**config.mk**
```make
export PLATFORM = sky130hd
export DESIGN_NAME = spi_slave_mem_arbiter
export DESIGN_NICKNAME = d
export VERILOG_FILES = /design/src/rtl/spi_slave_mem_arbiter.sv
export SDC_FILE = /design/constraint.sdc
export NUM_CORES = 1
export LEC_CHECK = 0
export ABC_AREA = 1
export BUFFER_PORTS_ARGS = -buffer_cell sky130_fd_sc_hd__buf_4
export CAP_MARGIN = 25
export CORE_AREA = 3 3 108 110
export DETAILED_ROUTE_END_ITERATION = 6
export DIE_AREA = 0 0 111 113
export PLACE_DENSITY = 0.54
export SYNTH_ARGS = -nofsm -noshare
export SYNTH_HDL_FRONTEND = slang
export SYNTH_SLANG_ARGS = --single-unit
export TNS_END_PERCENT = 20
```
**constraint.sdc**
```tcl
create_clock -name clk_i -period 4.75 [get_ports clk_i]
set_clock_uncertainty 0.05 [all_clocks]
set_input_delay 0.7125 -clock clk_i [delete_from_list [all_inputs] [get_ports clk_i]]
set_output_delay 0.7125 -clock clk_i [all_outputs]
set_load 0.05 [all_outputs]
```
**src/rtl/spi_slave_mem_arbiter.sv**
```systemverilog
// Two-to-one round-robin arbiter sharing one OBI-style memory port between the SPI slave
// bus master (requester 0) and a second on-chip master (requester 1), with in-order response routing.
module spi_slave_mem_arbiter #(
  parameter int unsigned ADDR_WIDTH      = 32,
  parameter int unsigned DATA_WIDTH      = 32,
  parameter int unsigned MAX_OUTSTANDING = 2
) (
  input  logic                         clk_i,
  input  logic                         rst_ni,
  input  logic [1:0]                   req_i,
  input  logic [1:0]                   we_i,
  input  logic [1:0][DATA_WIDTH/8-1:0] be_i,
  input  logic [1:0][ADDR_WIDTH-1:0]   addr_i,
  input  logic [1:0][DATA_WIDTH-1:0]   wdata_i,
  output logic [1:0]                   gnt_o,
  output logic [1:0]                   rvalid_o,
  output logic [DATA_WIDTH-1:0]        rdata_o,
  output logic                         mem_req_o,
  output logic                         mem_we_o,
  output logic [DATA_WIDTH/8-1:0]      mem_be_o,
  output logic [ADDR_WIDTH-1:0]        mem_addr_o,
  output logic [DATA_WIDTH-1:0]        mem_wdata_o,
  input  logic                         mem_gnt_i,
  input  logic                         mem_rvalid_i,
  input  logic [DATA_WIDTH-1:0]        mem_rdata_i,
  output logic                         err_o
);

  localparam int unsigned CntWidth = $clog2(MAX_OUTSTANDING + 1);
  localparam int unsigned PtrWidth = (MAX_OUTSTANDING > 1) ? $clog2(MAX_OUTSTANDING) : 1;
  localparam logic [CntWidth-1:0] CntMax  = CntWidth'(MAX_OUTSTANDING);
  localparam logic [PtrWidth-1:0] PtrLast = PtrWidth'(MAX_OUTSTANDING - 1);

  logic                       prio_q, prio_d;
  logic                       lock_q, lock_d;
  logic                       lock_sel_q, lock_sel_d;
  logic [MAX_OUTSTANDING-1:0] id_q, id_d;
  logic [PtrWidth-1:0]        wr_ptr_q, wr_ptr_d;
  logic [PtrWidth-1:0]        rd_ptr_q, rd_ptr_d;
  logic [CntWidth-1:0]        cnt_q, cnt_d;
  logic                       err_q, err_d;

  logic sel;
  logic full;
  logic grant;
  logic pop;
  logic head;

  // Arbitration and downstream drive; address-phase outputs are zeroed when not requesting.
  always_comb begin
    if (lock_q) begin
      sel = lock_sel_q;
    end else if (&req_i) begin
      sel = prio_q;
    end else begin
      sel = req_i[1];
    end

    full        = (cnt_q == CntMax);
    mem_req_o   = req_i[sel] & ~full;
    mem_we_o    = mem_req_o & we_i[sel];
    mem_be_o    = mem_req_o ? be_i[sel]    : '0;
    mem_addr_o  = mem_req_o ? addr_i[sel]  : '0;
    mem_wdata_o = mem_req_o ? wdata_i[sel] : '0;

    grant      = mem_req_o & mem_gnt_i;
    gnt_o      = '0;
    gnt_o[sel] = grant;

    head           = id_q[rd_ptr_q];
    pop            = mem_rvalid_i & (cnt_q != '0);
    rvalid_o       = '0;
    rvalid_o[head] = pop;
    rdata_o        = mem_rdata_i;
    err_o          = err_q;
  end

  always_comb begin
    prio_d     = prio_q;
    lock_d     = lock_q;
    lock_sel_d = lock_sel_q;
    id_d       = id_q;
    wr_ptr_d   = wr_ptr_q;
    rd_ptr_d   = rd_ptr_q;
    cnt_d      = cnt_q;
    err_d      = err_q | (mem_rvalid_i & (cnt_q == '0));

    if (grant) begin
      prio_d         = ~sel;
      lock_d         = 1'b0;
      id_d[wr_ptr_q] = sel;
      wr_ptr_d       = (wr_ptr_q == PtrLast) ? '0 : wr_ptr_q + 1'b1;
    end else if (mem_req_o) begin
      // Stalled address phase: keep presenting this requester until granted.
      lock_d     = 1'b1;
      lock_sel_d = sel;
    end

    if (pop) begin
      rd_ptr_d = (rd_ptr_q == PtrLast) ? '0 : rd_ptr_q + 1'b1;
    end

    case ({grant, pop})
      2'b10:   cnt_d = cnt_q + 1'b1;
      2'b01:   cnt_d = cnt_q - 1'b1;
      default: cnt_d = cnt_q;
    endcase
  end

  always_ff @(posedge clk_i or negedge rst_ni) begin
    if (!rst_ni) begin
      prio_q     <= 1'b0;
      lock_q     <= 1'b0;
      lock_sel_q <= 1'b0;
      id_q       <= '0;
      wr_ptr_q   <= '0;
      rd_ptr_q   <= '0;
      cnt_q      <= '0;
      err_q      <= 1'b0;
    end else begin
      prio_q     <= prio_d;
      lock_q     <= lock_d;
      lock_sel_q <= lock_sel_d;
      id_q       <= id_d;
      wr_ptr_q   <= wr_ptr_d;
      rd_ptr_q   <= rd_ptr_d;
      cnt_q      <= cnt_d;
      err_q      <= err_d;
    end
  end

endmodule

```
Word-level counts from Yosys, hierarchy flattened

Cells that the tools add are included.
W data, S select, Z words.

Register bits after elaboration: 10
Input bits: 176
Word-level logic and storage cells: 71

Muxes and demuxes: 29
Reductions and logical operators: 9
Bitwise operators: 11
$lt $le $gt $ge: 7
Equal/unequal tests: 3
Add/sub/neg operators: 4

Operators by type and width:

| operator              | number |
|---|---|
| $mux W32              | 6 |
| $mux W1               | 15 |
| $mux W4               | 3 |
| $lt A1 B2 Y1 const B  | 4 |
| $reduce_bool A2 Y1    | 3 |
| $and A1 B1 Y1         | 5 |
| $and A2 B2 Y2         | 2 |
| $eq A2 B2 Y1 const B  | 2 |
| $pmux W2 S2           | 1 |
| $reduce_and A2 Y1     | 2 |
| $demux W1 S1          | 3 |
| $ge A1 B1 Y1 const B  | 3 |
| $logic_and A1 B1 Y1   | 3 |
| $not A1 Y1            | 3 |
| $add A1 B1 Y1 const B | 2 |
| $add A2 B1 Y2 const B | 1 |
| $bwmux W2             | 1 |
| $eq A2 B1 Y1 const B  | 1 |
| $logic_not A2 Y1      | 1 |
| $sub A2 B1 Y2 const B | 1 |
| $or A1 B1 Y1          | 1 |

Depth between registers and ports, before layout

Depth in word-level cells: 9
Depth in mapped cells: 11

Least setup slack after synthesis

OpenSTA, ideal clock, no wires.

Path kind: in2out
Start point: input port req_i[1]
End point: output port mem_addr_o[30]
Data arrival time: 2.038 ns
Path slack: 1.949 ns
Cell stages on the path: 8
Path buffers: 1
Required time: 3.988 ns
Cells stage by stage: inv_1 nor2_2 nand2_2 nand2_4 inv_2 buf_2 nand2_1 a21oi_1

Cells in the longest elaborated chain, start to end: 7
Elaborated cells on any way between the ends: 9
Classes of those cells: 7 x mux; 1 x bitwise; 1 x reduce/logical

RTL lines:

| item                                        | RTL line | source |
|---|---|---|
| start, declared                             | 10       | `input logic [1:0] req_i,` |
| $reduce_and A2 Y1                           | 53       | `end else if (&req_i) begin` |
| $mux W1                                     | 53       |  |
| $mux W1                                     | 51       | `if (lock_q) begin` |
| $mux W1 (not written as such) (2 in series) | 60       | `mem_req_o = req_i[sel] & ~full;` |
| $and A1 B1 Y1                               | 60       |  |
| $mux W32 (*)                                | 63       | `mem_addr_o = mem_req_o ? addr_i[sel] : '0;` |
| end, declared                               | 21       | `output logic [ADDR_WIDTH-1:0] mem_addr_o,` |

Every way passes the cells marked *; elsewhere a longest branch is shown, timed or not. The select of a mux whose other input is x is not followed.

Final worst setup path

Start point: input port req_i[1]
End point: output port mem_wdata_o[11]

Cells in the longest elaborated chain, start to end: 7
Elaborated cells on any way between the ends: 9
Classes of those cells: 7 x mux; 1 x bitwise; 1 x reduce/logical

RTL lines:

| item                                        | RTL line | source |
|---|---|---|
| $reduce_and A2 Y1                           | 53       |  |
| $mux W1                                     | 53       |  |
| $mux W1                                     | 51       |  |
| $mux W1 (not written as such) (2 in series) | 60       |  |
| $and A1 B1 Y1                               | 60       |  |
| $mux W32 (*)                                | 64       | `mem_wdata_o = mem_req_o ? wdata_i[sel] : '0;` |
| end, declared                               | 22       | `output logic [DATA_WIDTH-1:0] mem_wdata_o,` |

Marked as above.

==> run_results.csv <==
group,metric,value,unit
finish,multi_input_area,1110,um2
floorplan,die-height,113,um
timing,final_hold_viol_count,0,
placed_design,place_congestion,0.782,
grt,grt_pass1_wl,12900,um
synthesis,ys_seq_area_frac,0.139,
clock_tree,cts_buffer_depth,2,
timing,rsz0062_at_grt,"no",
flow_run,maxCapViolCount,0,
synthesis,netlist_instances,326,
setup_path,reg2reg_slack,2.27,ns
power,vdd_drop_max,0.000357,V
grt,grt_overflow,0,
setup_path,crit_buf_inv,4,
floorplan,dieArea,12500,um2
setup_path,crit_start,"req_i[1]",
finish,syn2layout_area_growth,83.4,%
synthesis,ys_seq_elements,10,
synthesis,synth.distinct_cells,24,
run_status,status,"completed",
clock_tree,ctsHoldBuffers,0,
placed_design,placed_area,3260,um2
route,drt-pass1-iter-count,4,
setup_path,cp.arrival,2.33,ns
route,num_vias,2718,
floorplan,rows,38,
timing,setup_viol,0,
route,wl_per_cell,13.3,um
clock_tree,cts_resized,0,
setup_path,endpoint,"mem_wdata_o[11]",
grt,globalRouteTotalUtil,0.121,
synthesis,synth.cell_area,1810,um2
setup_path,reg2reg_depth,10,
timing,report.final.slew_viol_count,0,
synthesis,synth.avg_cell_area,5.54,um2
finish,num-nets-final,675,
setup_path,cp.depth,9,
grt,antenna_found_initial,0,
clock_tree,cts-root-buf,"clkbuf_8",
setup_path,cp_slowest_cell,"buf_4",
clock_tree,worstSkewPairLatency,0.24,ns
setup_path,startpoint_type,"input pin",
floorplan,die_x,111,um
route,drtIter0Drc,94,
grt,grt_pass1_vias,2692,
finish,antenna_cells,0,
setup_path,slowest_delay,0.58,ns
finish,drive_above_1_share,0.479,
setup_path,critPathMaxFanout,72,
finish,fill_cells,1207,
timing,relSlewSlack,0.471,
finish,seq_area,250,um2
setup_path,critPathTopFamily,"buffers and inverters",
floorplan,initial_core_util,0.167,
route,drcViolationCount,0,
power,total_power,0.00280,W
clock_tree,post_cts_buffers,0,
timing,min_period,3.09,ns
hold_path,worstHoldPathType,"input pin to asynchronous set/reset pin",
clock_tree,cts_tree,"built",
clock_tree,cts_made_buffers,3,
route,viasPerCell,4.27,
synthesis,ys.warnings.count,0,
timing,fin_setup_tns,0,ns
timing,whs,0.242,ns
route,antenna_violating_nets_post_route,0,
floorplan,ios,283,
route,wirelength,8480,um
clock_tree,clock_sinks,10,
setup_path,end_kind,"output port",
setup_path,crit_path_cell_trace,"buf_4 > inv_1 > nor2_2 > nand2_2 > nand2_4 > buf_4 > nand2_1 > a21oi_1 > buf_4",
setup_path,required,3.99,ns
clock_tree,h-tree-depth,1,
placed_design,io_buffers,218,
timing,worst_pin_slew,0.793,ns
timing,fmax,323,MHz
setup_path,critPathKind,"input pin to output port",
setup_path,rr_startpoint,"lock_sel_q",
power,p_per_area,845,nW/um2
floorplan,core,10800,um2
synthesis,synth_nets,503,
grt,grt_start_max_net_pins,73,
timing,period_share,0.651,
finish,fin_util,0.307,
setup_path,crit_top_cell,"buf_4",
setup_path,worst_r2r_endpoint,"cnt_q[1]",
clock_tree,clk_pin_slew_worst_paths,0.05,ns
finish,fin_area,3310,um2
placed_design,hpwlAfterDp,6810,um
power,p_leak,1.83,nW
## cell type report
cell class / count / area share
clock buffers: 4 / 0.0166
well taps: 140 / 0.0529
flip-flops and latches: 10 / 0.0756
inverters: 14 / 0.0159
repair buffers: 220 / 0.503
multi-input cells: 249 / 0.336
## cells in the mapped netlist
| library cell | count | share of area |
|---|---|---|
| a21oi_1 | 70 | 0.19 |
| buf_2 | 14 | 0.039 |
| buf_4 | 32 | 0.13 |
| buf_6 | 7 | 0.044 |
| dfrtp_1 | 10 | 0.14 |
| ha_1 | 1 | 0.0069 |
| inv_1 | 12 | 0.025 |
| inv_2 | 2 | 0.0042 |
| nand2_1 | 148 | 0.31 |
| nand2_2 | 2 | 0.0069 |
| nand2_4 | 2 | 0.012 |
| nand3_1 | 3 | 0.0083 |
| nand3_2 | 1 | 0.0055 |
| nand4_1 | 2 | 0.0069 |
| nor2_1 | 6 | 0.012 |
| nor2_2 | 3 | 0.010 |
| nor2_4 | 1 | 0.0062 |
| o21ai_0 | 2 | 0.0055 |
| o21ai_1 | 1 | 0.0028 |
| o21ai_2 | 1 | 0.0049 |
| o21bai_1 | 1 | 0.0042 |
| or2_2 | 2 | 0.0069 |
| xnor2_1 | 1 | 0.0049 |
| xor2_1 | 2 | 0.0097 |
## logic make-up (layout without fill, tap and decap cells)
logic type               Yosys count  count (layout)  synth area share
AO/OA/AOI/OAI                     75              75             0.211
buffers and inverters             67             238             0.245
adder cells (fa/ha/maj)            1               1           0.00693
flip-flops                        10              10             0.139
AND/OR/NAND/NOR                  170             170             0.384
XOR/XNOR                           3               3            0.0146
## cells in the final DEF (no fill, tap or decap)
cell and instances:
xnor2_1 1, clkbuf_8 4, nor2_1 6, nor2_4 1
o21ai_2 1, nand3_1 3, nor2_2 3, o21ai_0 2
dfrtp_1 10, inv_1 12, xor2_1 2, nand4_1 2
nand2_4 2, nand2_1 148, buf_12 1, a21oi_1 70
ha_1 1, or2_2 2, nand2_2 2, o21bai_1 1
o21ai_1 1, inv_2 2, buf_4 219, nand3_2 1
## registers in the layout, indices dropped and copies added, names as in the netlist
name        cells
cnt_q           2
id_q            2
err_o           1
lock_q          1
lock_sel_q      1
prio_q          1
rd_ptr_q        1
wr_ptr_q        1
## per-layer routing
layer	global-route usage	wire length (um)	vias to the layer above
met4	0.0312	131	0
li1	-	-	1340
met1	0.131	3040	1221
met5	0	0	-
met2	0.237	4640	142
met3	0.0262	668	15
## worst min path at each step
stage | to | slack [ns] | start
after floorplan | cnt_q[0] | 0.37 | rst_ni
after global placement | id_q[0] | 0.41 | id_q[0]
after detailed placement | id_q[0] | 0.41 | id_q[0]
after CTS | cnt_q[1] | 0.24 | rst_ni
after global routing | rd_ptr_q | 0.25 | rst_ni
final | err_o | 0.24 | rst_ni
## metrics by stage
step	setup slack [ns]	std cells
after floorplan	1.95	326
after global placement	1.49	632
after detailed placement	1.68	633
after CTS	1.67	637
after global routing	1.53	637
final	1.66	637
## worst reg2reg max path, cell delays in order, from the launching register on
cell	delay [ns]
dfrtp_1	0.39
nand2_2	0.13
nor2_2	0.05
nor2_2	0.17
nand2_4	0.45
nor2_4	0.33
inv_2	0.08
ha_1	0.33
a21oi_1	0.11
o21ai_0	0.11
xor2_1	0.15
## where the power goes
group / leakage [nW] / internal [W] / switching [W] / total, W
combinational: 1.68 / 0.000694 / 0.00184 / 0.00254
sequential: 0.118 / 0.000125 / 0.0000259 / 0.000151
clock: 0.0288 / 0.0000731 / 0.0000358 / 0.000109
Note: power is estimated with default switching activity, not from simulation.
